File: config.mk
export PLATFORM = sky130hd
export DESIGN_NAME = mem_access_ctrl_flat
export DESIGN_NICKNAME = d
export VERILOG_FILES = /design/src/rtl/mem_access_ctrl_if.sv /design/src/rtl/mem_access_ctrl.sv /design/src/flat_wrapper.sv
export SDC_FILE = /design/constraint.sdc
export NUM_CORES = 1
export LEC_CHECK = 0
export BUFFER_PORTS_ARGS = -buffer_cell sky130_fd_sc_hd__buf_2
export CORE_MARGIN = 4
export CORE_UTILIZATION = 42
export CTS_BUF_LIST = sky130_fd_sc_hd__clkbuf_16
export DETAILED_ROUTE_END_ITERATION = 16
export PLACE_DENSITY = 0.76
export RECOVER_POWER = 100
export SYNTH_ARGS = -nofsm -noshare
export SYNTH_HDL_FRONTEND = slang
export SYNTH_SLANG_ARGS = --single-unit
File: constraint.sdc
create_clock -name clk -period 1.6 [get_ports clk]
set_input_delay 0.16 -clock clk [delete_from_list [all_inputs] [get_ports clk]]
set_output_delay 0.16 -clock clk [all_outputs]
set_load 0.01 [all_outputs]
File: src/rtl/mem_access_ctrl_if.sv
// Bus bundle between the host, the access controller and the word array.
// The slave view belongs to the controller; the master view is the host and array side.
interface mem_access_ctrl_if #(
  parameter int DATA_W    = 8,
  parameter int ADDR_W    = 4,
  parameter int NUM_WORDS = 16
);
  logic                 req_valid;
  logic                 req_ready;
  logic                 req_we;
  logic [ADDR_W-1:0]    req_addr;
  logic [DATA_W-1:0]    req_wdata;

  logic                 rsp_valid;
  logic                 rsp_ready;
  logic [DATA_W-1:0]    rsp_rdata;
  logic                 rsp_err;

  logic                 mem_rw;
  logic [NUM_WORDS-1:0] mem_select;
  logic [DATA_W-1:0]    mem_din;
  logic [DATA_W-1:0]    mem_dout;

  modport master (
    output req_valid, req_we, req_addr, req_wdata, rsp_ready, mem_dout,
    input  req_ready, rsp_valid, rsp_rdata, rsp_err, mem_rw, mem_select, mem_din
  );

  modport slave (
    input  req_valid, req_we, req_addr, req_wdata, rsp_ready, mem_dout,
    output req_ready, rsp_valid, rsp_rdata, rsp_err, mem_rw, mem_select, mem_din
  );
endinterface

File: src/rtl/mem_access_ctrl.sv
// Single-word read/write initiator for the word array.
// Each access runs SETUP, ACCESS, HOLD and then RESP, so RW and data-in are always stable around the select pulse.
module mem_access_ctrl #(
  parameter int DATA_W    = 8,
  parameter int ADDR_W    = 4,
  parameter int NUM_WORDS = 16,
  parameter int WR_PULSE  = 2,
  parameter int RD_WAIT   = 1
) (
  input logic             clk,
  input logic             rst_n,
  mem_access_ctrl_if.slave bus
);

  localparam int MAX_CNT = (WR_PULSE > RD_WAIT) ? WR_PULSE : RD_WAIT;
  localparam int CNT_W   = $clog2(MAX_CNT) + 1;
  localparam logic [CNT_W-1:0]  WR_LAST    = CNT_W'(WR_PULSE - 1);
  localparam logic [CNT_W-1:0]  RD_LAST    = CNT_W'(RD_WAIT - 1);
  localparam logic [ADDR_W:0]   WORD_LIMIT = (ADDR_W + 1)'(NUM_WORDS);

  typedef enum logic [2:0] {
    IDLE,
    SETUP,
    ACCESS,
    HOLD,
    RESP
  } state_t;

  state_t            state;
  state_t            state_nxt;
  logic [ADDR_W-1:0] addr_q;
  logic              we_q;
  logic [DATA_W-1:0] wdata_q;
  logic [CNT_W-1:0]  cnt;
  logic [DATA_W-1:0] rdata_q;
  logic              err_q;
  logic              accept;
  logic              in_range;
  logic              access_last;

  // The extra top bit keeps the compare valid when every address is implemented.
  assign in_range    = ({1'b0, bus.req_addr} < WORD_LIMIT);
  assign accept      = (state == IDLE) && bus.req_valid;
  assign access_last = (state == ACCESS) && (cnt == (we_q ? WR_LAST : RD_LAST));

  assign bus.rsp_rdata = rdata_q;
  assign bus.rsp_err   = err_q;

  always_ff @(posedge clk or negedge rst_n) begin
    if (!rst_n) begin
      state <= IDLE;
    end else begin
      state <= state_nxt;
    end
  end

  always_comb begin
    state_nxt      = state;
    bus.req_ready  = 1'b0;
    bus.rsp_valid  = 1'b0;
    bus.mem_rw     = 1'b1;
    bus.mem_select = '0;
    bus.mem_din    = '0;
    case (state)
      IDLE: begin
        bus.req_ready = 1'b1;
        if (bus.req_valid) begin
          state_nxt = in_range ? SETUP : RESP;
        end
      end
      SETUP: begin
        bus.mem_rw  = ~we_q;
        bus.mem_din = we_q ? wdata_q : '0;
        state_nxt   = ACCESS;
      end
      ACCESS: begin
        bus.mem_rw  = ~we_q;
        bus.mem_din = we_q ? wdata_q : '0;
        for (int i = 0; i < NUM_WORDS; i++) begin
          bus.mem_select[i] = (addr_q == ADDR_W'(i));
        end
        if (access_last) begin
          state_nxt = HOLD;
        end
      end
      HOLD: begin
        bus.mem_rw  = ~we_q;
        bus.mem_din = we_q ? wdata_q : '0;
        state_nxt   = RESP;
      end
      RESP: begin
        bus.rsp_valid = 1'b1;
        if (bus.rsp_ready) begin
          state_nxt = IDLE;
        end
      end
      default: begin
        state_nxt = IDLE;
      end
    endcase
  end

  // Read data is sampled on the final ACCESS cycle while select is still high.
  always_ff @(posedge clk or negedge rst_n) begin
    if (!rst_n) begin
      addr_q  <= '0;
      we_q    <= 1'b0;
      wdata_q <= '0;
      cnt     <= '0;
      rdata_q <= '0;
      err_q   <= 1'b0;
    end else begin
      if (accept) begin
        addr_q  <= bus.req_addr;
        we_q    <= bus.req_we;
        wdata_q <= bus.req_wdata;
        rdata_q <= '0;
        err_q   <= ~in_range;
      end
      if ((state == ACCESS) && !access_last) begin
        cnt <= cnt + 1'b1;
      end else begin
        cnt <= '0;
      end
      if (access_last && !we_q) begin
        rdata_q <= bus.mem_dout;
      end
    end
  end

endmodule
File: src/flat_wrapper.sv
// flat-port wrapper written by rule: the top's interface ports become plain ports
module mem_access_ctrl_flat 
#(
  parameter int DATA_W    = 8,
  parameter int ADDR_W    = 4,
  parameter int NUM_WORDS = 16,
  parameter int WR_PULSE  = 2,
  parameter int RD_WAIT   = 1
)
  (clk, rst_n, bus_req_valid, bus_req_we, bus_req_addr, bus_req_wdata, bus_rsp_ready, bus_mem_dout, bus_req_ready, bus_rsp_valid, bus_rsp_rdata, bus_rsp_err, bus_mem_rw, bus_mem_select, bus_mem_din);
  mem_access_ctrl_if #(.DATA_W(DATA_W), .ADDR_W(ADDR_W), .NUM_WORDS(NUM_WORDS)) bus_i ();
  input logic clk;
  input logic rst_n;
  input wire logic [$bits(bus_i.req_valid)-1:0] bus_req_valid;
  input wire logic [$bits(bus_i.req_we)-1:0] bus_req_we;
  input wire logic [$bits(bus_i.req_addr)-1:0] bus_req_addr;
  input wire logic [$bits(bus_i.req_wdata)-1:0] bus_req_wdata;
  input wire logic [$bits(bus_i.rsp_ready)-1:0] bus_rsp_ready;
  input wire logic [$bits(bus_i.mem_dout)-1:0] bus_mem_dout;
  output wire logic [$bits(bus_i.req_ready)-1:0] bus_req_ready;
  output wire logic [$bits(bus_i.rsp_valid)-1:0] bus_rsp_valid;
  output wire logic [$bits(bus_i.rsp_rdata)-1:0] bus_rsp_rdata;
  output wire logic [$bits(bus_i.rsp_err)-1:0] bus_rsp_err;
  output wire logic [$bits(bus_i.mem_rw)-1:0] bus_mem_rw;
  output wire logic [$bits(bus_i.mem_select)-1:0] bus_mem_select;
  output wire logic [$bits(bus_i.mem_din)-1:0] bus_mem_din;
  assign bus_i.req_valid = bus_req_valid;
  assign bus_i.req_we = bus_req_we;
  assign bus_i.req_addr = bus_req_addr;
  assign bus_i.req_wdata = bus_req_wdata;
  assign bus_i.rsp_ready = bus_rsp_ready;
  assign bus_i.mem_dout = bus_mem_dout;
  assign bus_req_ready = bus_i.req_ready;
  assign bus_rsp_valid = bus_i.rsp_valid;
  assign bus_rsp_rdata = bus_i.rsp_rdata;
  assign bus_rsp_err = bus_i.rsp_err;
  assign bus_mem_rw = bus_i.mem_rw;
  assign bus_mem_select = bus_i.mem_select;
  assign bus_mem_din = bus_i.mem_din;
  mem_access_ctrl #(.DATA_W(DATA_W), .ADDR_W(ADDR_W), .NUM_WORDS(NUM_WORDS), .WR_PULSE(WR_PULSE), .RD_WAIT(RD_WAIT)) u_core (.clk(clk), .rst_n(rst_n), .bus(bus_i));
endmodule
## Word-level counts from Yosys, hierarchy flattened

Cells that the tools add are included.

| storage, ports and cells | value |
|---|---|
| flip-flop bits (word level) | 26 |
| latch bits | 0 |
| RAM bits | 0 |
| memory bits (read-only) | 0 |
| input bits | 25 |
| output and inout port bits | 36 |
| logic and storage cells | 56 |
| memories | 0 |

| operators by class | value |
|---|---|
| $add $sub $neg | 1 |
| $mul | 0 |
| div/mod/pow operators | 0 |
| magnitude comparators | 0 |
| equality and inequality tests | 23 |
| shift operators | 0 |
| muxes and demuxes | 14 |
| bitwise logic cells | 1 |
| reductions and logical operators | 11 |

Operators with widths:

| cell | number |
|---|---|
| $eq 4x4->1 const B | 8 |
| $mux 8 | 4 |
| $eq 4x3->1 const B | 4 |
| $mux 16 | 1 |
| $pmux 3 s5 | 1 |
| $mux 3 | 3 |
| $eq 4x2->1 const B | 2 |
| $eq 3x2->1 const B | 2 |
| $eq 4x1->1 const B | 1 |
| $logic_and 1x1->1 | 4 |
| $logic_not 4->1 | 1 |
| $mux 1 | 4 |
| $ne 2x2->1 const B | 2 |
| $eq 3x1->1 const B | 1 |
| $eq 3x3->1 const B | 1 |
| $logic_not 3->1 | 1 |
| $reduce_and 3->1 | 1 |
| $reduce_or 3->1 | 1 |
| $add 2x1->2 const B | 1 |
| $eq 2x2->1 | 1 |
| $logic_not 1->1 | 2 |
| $mux 2 | 1 |
| $ne 2x1->1 const B | 1 |
| $reduce_bool 2->1 | 1 |
| $not 1->1 | 1 |

## Logic depth before layout (Yosys ltp)

| logic depth | value |
|---|---|
| depth in word-level cells | 6 |
| depth in mapped cells | 5 |
| mapped depth without buffers | 3 |

## Worst setup path after synthesis

Ideal clock, no wire load.

| timing | value |
|---|---|
| path type | reg2out |
| start | reg u_core.state[2] |
| end | out bus_mem_select[0] |
| arrival | 1529 ps |
| required time | 1440 ps |
| setup slack | -89 ps |
| stages on the path, launching flop included | 5 |
| path buffers | 1 |
| cell sequence | dfrtp_1 clkbuf_1 or3b_1 or3_1 nor3_1 |

| on the way | value |
|---|---|
| longest elaborated chain between the ends | 2 |

Ends and longest elaborated chain:

| item | line | RTL |
|---|---|---|
| from (decl) | mem_access_ctrl.sv:29 | `state_t state;` |
| from (signal assigned) | mem_access_ctrl.sv:53 | `state <= state_nxt;` |
| $eq 3x2->1 | mem_access_ctrl.sv:64 | `case (state)` |
| $mux 16 | mem_access_ctrl.sv:64 |  |
| to (decl) | flat_wrapper.sv:25 | `output wire logic [$bits(bus_i.mem_select)-1:0] bus_mem_select;` |

No other way between the ends.

## Worst setup path after layout

Same ends and word-level chain as after synthesis.

==> run summary <==
Clock slew at reported path FFs -> 0.07 ns
Status -> complete, but fails checks
Cells after Synth -> 125
WP data required -> 1.44 ns
Fmax -> 0.542 GHz
Grt total ovfl -> 0
Syn avg cell area -> 10.7 um^2
Final Routed Wirelength -> 3.44 mm
1st-pass router iterations -> 4
Post-route ant nets -> 0
H-tree depth -> 1
Failing checks -> setup timing
Period utilization -> 1.15
Element type at the critical path end -> output pin
Hold Violations, Final -> 0
Slew HR -> 0.567
CP startpoint kind -> register
Final-report setup violation count -> 37
Clock root buffer -> clkbuf_16
Clock Sinks -> 26
Fin. max-slew vios -> 0
Post-placement worst setup slack -> 0.00485 ns
1st-iter DRT viols -> 6
Via density -> 4.83
GPL Wtd Cong -> 0.771
Synth Register Bits -> 26
Post-Syn Area -> 0.00134 mm^2
RSZ-0062 raised after global routing -> yes
Min cycle time layout -> 1.84 ns
Worst hold path class -> in2reg
Max cap viols -> 0
Drc violations -> 0
Filler cell count -> 273
Post-synth net total -> 150
Hold Crit Start -> bus_rsp_ready
Vias -> 1173
Initial Util -> 0.439
Hold Slack -> 0.0893 ns
Post-DP Area -> 0.00170 mm^2
Pin count of the biggest net entering global routing -> 27
Clock buffer count from CTS -> 3
Layout cell share with drive strength beyond 1 -> 0.487
First-pass GRT wire length -> 5.18 mm
Final cell count without fillers -> 243
P_leak -> 1.09 nW
Dpl cells -> 229
Port Buf Inserts -> 59
CTS max path bufs -> 2
Vias in the first global route -> 1197
Sequential element share of the synthesized area -> 0.485
CP Data Arrival Time -> 1.68 ns
Yosys cell types -> 26
Final HPWL DP -> 2.27 mm
Global-route usage over all layers -> 0.154
Area Growth Syn to Fin -> 47.0%
Diodes inserted -> 0
Crit path launch -> u_core.state[2]
Finished Cell Area -> 0.00197 mm^2
Worst slew pin tran -> 0.649 ns
VDD IR max -> 0.00106 V
CTS tree -> yes
Die Height -> 64.5 um
Nets@finish -> 225
Layout Utilization -> 0.646
Die width -> 64.5 um
Crit path kind -> reg2out
Initial antenna violation count -> 0
Crit path max fanout -> 4
FF-to-FF Start -> u_core.state[0]
Clk_lat worst skew -> 0.26 ns
Clock Skew -> 0.00342 ns
Crit path setup slack, layout -> -0.244 ns
Io pins -> 61
Die area -> 0.00416 mm^2
Pwr/cell area -> 2040 mW/mm^2
Num rows -> 20
Wire length per cell -> 14.1 um
Warnings from Yosys -> 0
Core area -> 0.00305 mm^2
[cell usage in the layout, fill, tap and decap left out, drive strengths merged, types with 6 or more instances in the layout]
master and count:
nand2 11, dfrtp 26, buf 65, clkbuf 12, mux2i 9, nor3 6
and2 8, inv 11, nor2 16, mux2 13
[routing by layer]
metal  up-vias  track usage  routed length [um]
met5         -            0                   0
met1       574        0.181                1390
met2        41        0.296                1840
met4         0       0.0237                   0
li1        558            -                   -
met3         0       0.0277                 199
[flip-flops by register name, indices dropped and copies added, names as in the netlist]
name	count
u_core.we_q	1
u_core.addr_q	4
u_core.state	3
u_core.bus.rsp_rdata	8
u_core.cnt	2
u_core.wdata_q	8
[critical path, stage by stage, from the launching register on]
cell and delay (ns):
dfrtp_1 0.41, or3b_4 0.40, or3_4 0.36, nor3_2 0.11, buf_2 0.15
[final timing paths]
check,cells past startpoint,endpoint,slack [ns]
min in group asynchronous,2,u_core.bus.rsp_rdata[5],0.45
setup reg to reg,3,u_core.wdata_q[4],-0.11
max in group asynchronous,2,u_core.state[0],0.73
hold / removal,2,u_core.state[2],0.09
setup / recovery,4,bus_mem_select[0],-0.24
hold reg to reg,1,u_core.cnt[0],0.51
[per-stage QoR]
step	power [mW]	TNS, ns
2_1_floorplan	2.32	-0.181
4_1_cts	3.86	-3.67
6_report	4.02	-3.96
3_5_place_dp	2.88	0
5_1_grt	4.26	-6.93
3_3_place_gp	2.80	0
[Yosys cell counts, drive strengths merged]
cell	count	area (um^2)
a211oi	1	7.51
nor3	6	30.0
or3	1	6.26
xnor2	2	17.5
nand3	1	5.00
dfrtp	26	651
buf	6	51.3
or3b	1	8.76
clkbuf	1	3.75
nor3b	2	15.0
a31oi	1	6.26
nand3b	3	22.5
conb	1	3.75
and2	8	50.1
nand2	11	41.3
nand2b	2	12.5
inv	11	41.3
mux2i	9	90.1
nor2b	1	6.26
o22ai	1	6.26
nor2	16	60.1
or4b	1	13.8
mux2	13	191
[cell type report]
cell class / instances / area [um^2] / share of cell area
Multi-Input combinational cell: 83 / 659 / 0.334
Sequential cell: 26 / 651 / 0.330
Timing Repair Buffer: 75 / 460 / 0.234
Clock buffer: 3 / 75.1 / 0.0381
Tap cell: 44 / 55.1 / 0.0279
Inverter: 11 / 41.3 / 0.0209
Clock inverter: 1 / 30.0 / 0.0152
[kinds of logic after synthesis]
| group | count (synthesis) | share of synthesized area |
|---|---|---|
| flops | 26 | 0.485 |
| mux | 22 | 0.210 |
| buf+inv | 18 | 0.0718 |
| xor+xnor | 2 | 0.0131 |
| other cells | 1 | 0.00280 |
| simple gates | 53 | 0.202 |
| compound gates | 3 | 0.0149 |
[power by group]
group / total (mW) / switching (mW) / internal [mW]
combinational: 2.07 / 0.892 / 1.18
clock: 0.731 / 0.233 / 0.498
sequential: 1.22 / 0.262 / 0.954
[repair_timing]
| item | 4_1_cts | 5_1_grt |
|---|---|---|
| setup buffers | 7 | 1 |
| resized for setup | 12 | 14 |
| endpoints found under the setup margin | 27 | 46 |
| gates cloned | 0 | 2 |
| pin swaps | 15 | 8 |
| hold buffers | 1 | 0 |
| hold endpoints to repair | 26 | 0 |
Power figures use the tool's default switching activity.
